## config.mk

```make
export PLATFORM = sky130hd
export DESIGN_NAME = obstacle_tile_renderer
export DESIGN_NICKNAME = d
export VERILOG_FILES = /design/src/rtl/obstacle_pkg.sv /design/src/rtl/obstacle_style_rom.sv /design/src/rtl/obstacle_tile_renderer.sv
export SDC_FILE = /design/constraint.sdc
export NUM_CORES = 1
export LEC_CHECK = 0
export BUFFER_PORTS_ARGS = -buffer_cell sky130_fd_sc_hd__buf_2
export CAP_MARGIN = 20
export CORE_ASPECT_RATIO = 1.1
export CORE_UTILIZATION = 34
export DETAILED_ROUTE_END_ITERATION = 10
export PLACE_DENSITY_LB_ADDON = 0.1
export SKIP_LAST_GASP = 1
export SYNTH_ARGS = -nofsm -noshare
export SYNTH_HDL_FRONTEND = slang
export SYNTH_SLANG_ARGS = --single-unit
export TNS_END_PERCENT = 1
```

## constraint.sdc

```tcl
create_clock -name sys_clk -period 3.5 [get_ports sys_clk]
set_input_delay 0.525 -clock sys_clk [delete_from_list [all_inputs] [get_ports sys_clk]]
set_output_delay 0.525 -clock sys_clk [all_outputs]
set_load 0.1 [all_outputs]
```

## src/rtl/obstacle_pkg.sv

```systemverilog
// Shared constants, default palette, tile ROM contents and the position fold-hash
// for the obstacle tile renderer.
package obstacle_pkg;

    localparam int STYLE_NUM_DEF   = 4;
    localparam int ANIM_FRAMES_DEF = 2;
    localparam int COLOR_NUM_DEF   = 4;

    localparam int STYLE_W   = $clog2(STYLE_NUM_DEF);
    localparam int PHASE_W   = $clog2(ANIM_FRAMES_DEF);
    localparam int CID_W     = $clog2(COLOR_NUM_DEF);
    localparam int LX_W      = 4;
    localparam int LY_W      = 4;
    localparam int ROM_AW    = STYLE_W + PHASE_W + LY_W + LX_W;
    localparam int ROM_DEPTH = 1 << ROM_AW;

    localparam logic [11:0] PAL_DEF_0 = 12'hAAA;
    localparam logic [11:0] PAL_DEF_1 = 12'h777;
    localparam logic [11:0] PAL_DEF_2 = 12'h000;
    localparam logic [11:0] PAL_DEF_3 = 12'h5B0;

    localparam string ROM_INIT_FILE = "obstacle_tiles.mem";

    function automatic logic [11:0] pal_default(input int unsigned idx);
        case (idx)
            0:       return PAL_DEF_0;
            1:       return PAL_DEF_1;
            2:       return PAL_DEF_2;
            3:       return PAL_DEF_3;
            default: return 12'h000;
        endcase
    endfunction

    // XOR of all hw-wide slices of v; bits above the top slice read as zero.
    function automatic logic [31:0] fold_hash(input logic [31:0] v, input int unsigned hw,
                                              input int unsigned n);
        logic [31:0] h;
        logic [31:0] mask;
        h    = '0;
        mask = (32'd1 << hw) - 32'd1;
        for (int unsigned i = 0; i < 32; i++) begin
            if (i < n) h = h ^ ((v >> (i * hw)) & mask);
        end
        return h;
    endfunction

    // Tile artwork: colour id per ROM address (matches ROM_INIT_FILE).
    function automatic logic [7:0] rom_word(input logic [31:0] a);
        logic [31:0] t;
        t = a + (a >> 2) + (a >> 4) + (a >> 6) + (a >> 8);
        return t[7:0];
    endfunction

endpackage

```

## src/rtl/obstacle_style_rom.sv

```systemverilog
// Tile colour-id ROM: synchronous single-port read.
// Latency 1 cycle; no backpressure, reads every cycle.
// Always ready; output register holds the last addressed word.
module obstacle_style_rom
    import obstacle_pkg::*;
#(
    parameter int AW = ROM_AW,
    parameter int DW = CID_W
) (
    input  logic          clk,
    input  logic [AW-1:0] addr,
    output logic [DW-1:0] data
);

    (* rom_style = "block" *) logic [DW-1:0] data_q;
    logic [DW-1:0] data_d;

    always_comb begin
        data_d = DW'(rom_word(32'(addr)));
    end

    always_ff @(posedge clk) begin
        data_q <= data_d;
    end

    assign data = data_q;

endmodule

```

## src/rtl/obstacle_tile_renderer.sv

```systemverilog
// Obstacle wall tile renderer: hash-selected style, mirror, animation, palette lookup.
// Latency 3 cycles, 1 pixel/cycle.
// No backpressure; bubbles propagate as rgb_valid=0.
module obstacle_tile_renderer
    import obstacle_pkg::*;
#(
    parameter int SCREEN_WIDTH              = 10,
    parameter int PHY_WIDTH                 = 14,
    parameter int PIXEL_WIDTH               = 12,
    parameter int TILE_W                    = 10,
    parameter int TILE_H_SHIFT              = 1,
    parameter int STYLE_NUM                 = STYLE_NUM_DEF,
    parameter int ANIM_FRAMES               = ANIM_FRAMES_DEF,
    parameter int ANIM_DIV                  = 30,
    parameter logic [STYLE_NUM-1:0] ANIM_MASK = 4'b1010,
    parameter int COLOR_NUM                 = COLOR_NUM_DEF,
    parameter int HASH_W                    = 3
) (
    input  logic                          sys_clk,
    input  logic                          sys_rst,
    input  logic                          pix_valid_in,
    input  logic [SCREEN_WIDTH-1:0]       obstacle_x_rom,
    input  logic [SCREEN_WIDTH-1:0]       obstacle_y_rom,
    input  logic [PHY_WIDTH-1:0]          obstacle_abs_pos_x,
    input  logic [PHY_WIDTH-1:0]          obstacle_abs_pos_y,
    input  logic                          obstacle_on,
    input  logic                          frame_start,
    input  logic                          pal_we,
    input  logic [$clog2(COLOR_NUM)-1:0]  pal_addr,
    input  logic [PIXEL_WIDTH-1:0]        pal_data,
    output logic [PIXEL_WIDTH-1:0]        rgb,
    output logic                          rgb_on,
    output logic                          rgb_valid
);

    localparam int STYLE_BITS = $clog2(STYLE_NUM);
    localparam int PH_BITS    = (ANIM_FRAMES > 1) ? $clog2(ANIM_FRAMES) : 1;
    localparam int CID_BITS   = $clog2(COLOR_NUM);
    localparam int LX_BITS    = $clog2(TILE_W);
    localparam int AW         = STYLE_BITS + PH_BITS + LY_W + LX_BITS;
    localparam int FC_BITS    = (ANIM_DIV > 1) ? $clog2(ANIM_DIV) : 1;
    localparam int NSLICE     = (PHY_WIDTH + HASH_W - 1) / HASH_W;

    logic [HASH_W-1:0]       hash;
    logic [STYLE_BITS-1:0]   style;
    logic                    mirror;
    logic [SCREEN_WIDTH-1:0] x_mod;
    logic [LX_BITS-1:0]      lx;
    logic [LY_W-1:0]         ly;

    logic                    s1_vld_q, s1_vld_d, s1_on_q, s1_on_d;
    logic [STYLE_BITS-1:0]   s1_style_q, s1_style_d;
    logic [PH_BITS-1:0]      s1_phase_q, s1_phase_d;
    logic [LX_BITS-1:0]      s1_lx_q, s1_lx_d;
    logic [LY_W-1:0]         s1_ly_q, s1_ly_d;
    logic                    s2_vld_q, s2_vld_d, s2_on_q, s2_on_d;
    logic [CID_BITS-1:0]     s2_cid;
    logic [AW-1:0]           rom_addr;
    logic [PIXEL_WIDTH-1:0]  rgb_q, rgb_d;
    logic                    rgb_on_q, rgb_on_d, rgb_vld_q, rgb_vld_d;
    logic [FC_BITS-1:0]      frame_cnt_q, frame_cnt_d;
    logic [PH_BITS-1:0]      anim_phase_q, anim_phase_d;
    logic [PIXEL_WIDTH-1:0]  pal_q [COLOR_NUM];
    logic [PIXEL_WIDTH-1:0]  pal_d [COLOR_NUM];

    logic unused_bits;
    assign unused_bits = ^{obstacle_abs_pos_x, hash};

    always_comb begin
        hash   = HASH_W'(fold_hash(32'(obstacle_abs_pos_y), HASH_W, NSLICE));
        style  = hash[STYLE_BITS-1:0];
        mirror = hash[1] ^ hash[0];
        x_mod  = obstacle_x_rom % SCREEN_WIDTH'(TILE_W);
        lx     = mirror ? (LX_BITS'(TILE_W - 1) - LX_BITS'(x_mod)) : LX_BITS'(x_mod);
        ly     = LY_W'(obstacle_y_rom >> TILE_H_SHIFT);
    end

    always_comb begin
        s1_vld_d   = pix_valid_in;
        s1_on_d    = obstacle_on;
        s1_style_d = style;
        // Phase sampled before any same-cycle frame_start update takes effect.
        s1_phase_d = ANIM_MASK[style] ? anim_phase_q : '0;
        s1_lx_d    = lx;
        s1_ly_d    = ly;

        s2_vld_d   = s1_vld_q;
        s2_on_d    = s1_on_q;

        rgb_vld_d  = s2_vld_q;
        rgb_on_d   = s2_vld_q & s2_on_q;
        rgb_d      = rgb_on_d ? pal_q[s2_cid] : '0;

        frame_cnt_d  = frame_cnt_q;
        anim_phase_d = anim_phase_q;
        if (frame_start) begin
            if (frame_cnt_q == FC_BITS'(ANIM_DIV - 1)) begin
                frame_cnt_d  = '0;
                anim_phase_d = (ANIM_FRAMES > 1) ? anim_phase_q + PH_BITS'(1) : '0;
            end else begin
                frame_cnt_d  = frame_cnt_q + FC_BITS'(1);
            end
        end

        pal_d = pal_q;
        if (pal_we) pal_d[pal_addr] = pal_data;
    end

    assign rom_addr = {s1_style_q, s1_phase_q, s1_ly_q, s1_lx_q};

    obstacle_style_rom #(
        .AW (AW),
        .DW (CID_BITS)
    ) u_rom (
        .clk  (sys_clk),
        .addr (rom_addr),
        .data (s2_cid)
    );

    always_ff @(posedge sys_clk) begin
        if (sys_rst) begin
            s1_vld_q     <= 1'b0;
            s1_on_q      <= 1'b0;
            s1_style_q   <= '0;
            s1_phase_q   <= '0;
            s1_lx_q      <= '0;
            s1_ly_q      <= '0;
            s2_vld_q     <= 1'b0;
            s2_on_q      <= 1'b0;
            rgb_q        <= '0;
            rgb_on_q     <= 1'b0;
            rgb_vld_q    <= 1'b0;
            frame_cnt_q  <= '0;
            anim_phase_q <= '0;
            for (int i = 0; i < COLOR_NUM; i++) begin
                pal_q[i] <= PIXEL_WIDTH'(pal_default(i));
            end
        end else begin
            s1_vld_q     <= s1_vld_d;
            s1_on_q      <= s1_on_d;
            s1_style_q   <= s1_style_d;
            s1_phase_q   <= s1_phase_d;
            s1_lx_q      <= s1_lx_d;
            s1_ly_q      <= s1_ly_d;
            s2_vld_q     <= s2_vld_d;
            s2_on_q      <= s2_on_d;
            rgb_q        <= rgb_d;
            rgb_on_q     <= rgb_on_d;
            rgb_vld_q    <= rgb_vld_d;
            frame_cnt_q  <= frame_cnt_d;
            anim_phase_q <= anim_phase_d;
            pal_q        <= pal_d;
        end
    end

    assign rgb       = rgb_q;
    assign rgb_on    = rgb_on_q;
    assign rgb_valid = rgb_vld_q;

endmodule

```

==> results.yml <==
global_route:
  antenna_found_initial: 0
  grt_pass1_vias: 3403
  grt_pass1_wl_um: 16700
  grt_remaining_overflow: 0
  grt_max_degree: 44
  track_usage_pct: 16.7
final_layout:
  mostFrequentLayoutCell: "nand2_1"
  nFillCells: 1215
  fin_util_pct: 43.8
  final_cell_mix: "nand2_1, dfxtp_1, buf_2"
  drive_gt1_share_pct: 28.6
  area_delta_synth_final_pct: 25.2
  num-nets-final: 623
  n_antenna_cell: 0
yosys:
  synth-edff-count: 0
  synth_area_per_cell_sq_um: 9.02
  yosys.cell_types.count: 69
  synthCells: 469
  ys.flop_type: "dfxtp_1"
  synth_seq_cells: 84
  yosys_warnings: 0
  async_flop_share_pct: 0
  yosysSeqAreaShare_pct: 39.8
  synth_area_sq_um: 4230
  synth_nets: 544
worst_hold_path:
  hold_class: "input port to flop"
pwr:
  pwr_density_cell_nw_per_um2: 516
  p_total_w: 0.00273
  leakagePower_nw: 2.21
  ir_worst_vdd_v: 0.000196
floorplan:
  io_pins: 82
  die_w_um: 108
  die-area_sq_um: 12900
  initial_core_util_pct: 35.0
  core.rowCount: 42
  die_h_um: 119
  core_sq_um: 12100
timing:
  fin_skew_ns: 0.00680
  worst_slack_ns: 0.170
  worst_slew_pin_slew_ns: 1.06
  rsz0062_at_grt: "false"
  relSlewSlack_pct: 29.1
  period_share_pct: 95.1
  hold_viol: 0
  fin_crit_ns: 3.33
  fmax_mhz: 300
  hold-worst-slack_ns: 0.406
  setup_viol: 0
  timing.final.max_slew_violations: 0
  setup_tns_ns: 0
critical_path:
  path_class: "input port to flop"
  path_cells: "buf_2, buf_4, nand2b_1, or3_1, a32o_1, a211o_1, a21o_1, a211o_1, nand3_1, and2_1, ha_2, nand2_1, or4_4, o221ai_2, mux2i_1"
  cp_max_fo: 5
  critPathSlowestCell: "or4_4"
  cp-end-kind: "flop"
  worstPathArrival_ns: 3.60
  cp.required_ns: 3.77
  crit_path_start_kind: "input port"
  crit_top_cell: "a211o_1"
  max_stage_delay_ns: 0.53
clock_tree:
  cts_buffer_depth: 2
  root_buffer: "clkbuf_16"
  cts_tree: "built"
  cts_made_buffers: 9
  clkLatencyLatePin_ns: 0.34
  htreeDepth: 3
  path_clk_slew_ns: 0.06
  clock-sinks: 84
drt:
  viasPerCell: 5.13
  wire_per_inst_um: 14.6
  antenna_left: 0
  drc: 0
  drtPass1Iterations: 4
  drt_iter0_drc: 158
  vias: 3630
  drt_wl_total_um: 10300
job:
  max-cap-violations: 0
placement:
  pre_cts_ws_ns: -0.450
  routabilityCongestion: 0.740
  portBuffers: 57
  hpwlAfterDp_um: 7000
outcome:
  status: "completed"
==> power breakdown <==
| part | internal [W] | switching (W) | leakage [nW] |
|---|---|---|---|
| Clock | 0.000557 | 0.000397 | 0.147 |
| Sequential | 0.00102 | 0.000100 | 0.686 |
| Combinational | 0.000378 | 0.000283 | 1.37 |
| Total | 0.00195 | 0.000780 | 2.21 |
==> state kept, by name (all words and copies together) (netlist names) <==
signal	cells
pal_q	48
rgb	12
frame_cnt_q	5
s1_lx_q	4
s1_ly_q	4
u_rom.data	2
anim_phase_q	1
rgb_on	1
rgb_valid	1
rgb_vld_d	1
s1_on_q	1
s1_phase_q	1
s1_style_q	1
s1_vld_q	1
s2_on_q	1
==> critical path, delay by kind of cell <==
kind | cells | cell delay [ns]
AOI/OAI and AO/OA | 5 | 1.14
adders and majority gates | 1 | 0.18
and+or+nand+nor | 6 | 1.30
muxes | 1 | 0.19
buffers and inverters | 2 | 0.26
==> cells by family after synthesis <==
logic type      synth area share [%]
buf+inv                         4.64
mux                             9.94
xor+xnor                        4.76
flops                           39.8
fa+ha+maj                       2.60
compound gates                  13.4
simple gates                    24.9
==> path summary, 6_finish.rpt <==
| kind | slack, ns | end | depth (start not counted) | start |
|---|---|---|---|---|
| worst max-delay path | 0.17 | s1_lx_q[3] | 15 | obstacle_x_rom[6] |
| worst min-delay path | 0.41 | s1_on_q | 2 | obstacle_on |
| worst max register to register | 1.06 | u_rom.data[1] | 8 | s1_phase_q |
| worst min register to register | 0.44 | s2_on_q | 1 | s1_on_q |
==> cells in the mapped netlist, types with 5 or more instances <==
| cell | number | area, sq um |
|---|---|---|
| and3_1 | 15 | 93.8 |
| nor2_1 | 20 | 75.1 |
| nand3_1 | 19 | 95.1 |
| xnor2_1 | 16 | 140 |
| nand2b_1 | 5 | 31.3 |
| inv_1 | 13 | 48.8 |
| nor3_1 | 5 | 25.0 |
| dfxtp_1 | 84 | 1680 |
| a21oi_1 | 31 | 155 |
| nand2_1 | 88 | 330 |
| mux4_2 | 12 | 270 |
| o21ai_0 | 8 | 40.0 |
| and2_1 | 5 | 31.3 |
| nor2b_1 | 16 | 100 |
| mux2i_1 | 15 | 150 |
| xor2_1 | 7 | 61.3 |
| clkbuf_1 | 19 | 71.3 |
==> per-layer routing <==
metal  part of all wire, %  track usage (%)
met1                    44             21.4
met2                    50             28.0
met3                   5.0             4.00
met4                  0.91             4.22
met5                     0                0
==> area by class of cell <==
cell class | count | area, sq um | area share, %
Sequential cell | 84 | 1680 | 31.8
Clock buffer | 9 | 225 | 4.25
Multi-Input combinational cell | 341 | 2430 | 45.9
Timing Repair Buffer | 99 | 641 | 12.1
Tap cell | 154 | 193 | 3.64
Inverter | 13 | 48.8 | 0.921
Clock inverter | 7 | 76.3 | 1.44
==> per-stage QoR <==
stage	instances	area, sq um
2_1_floorplan	469	4230
3_3_place_gp	689	4900
3_5_place_dp	689	4900
4_1_cts	705	5210
5_1_grt	707	5300
6_report	707	5300
==> what timing repair did <==
item / in CTS / in global routing
buffers inserted: 0 / 1
hold buffers: 0 / 0
pin swaps: 0 / 5
gates resized for setup: 3 / 17
endpoints found under the setup margin: 1 / 1
No activity file was read; power rests on OpenSTA's default activity.
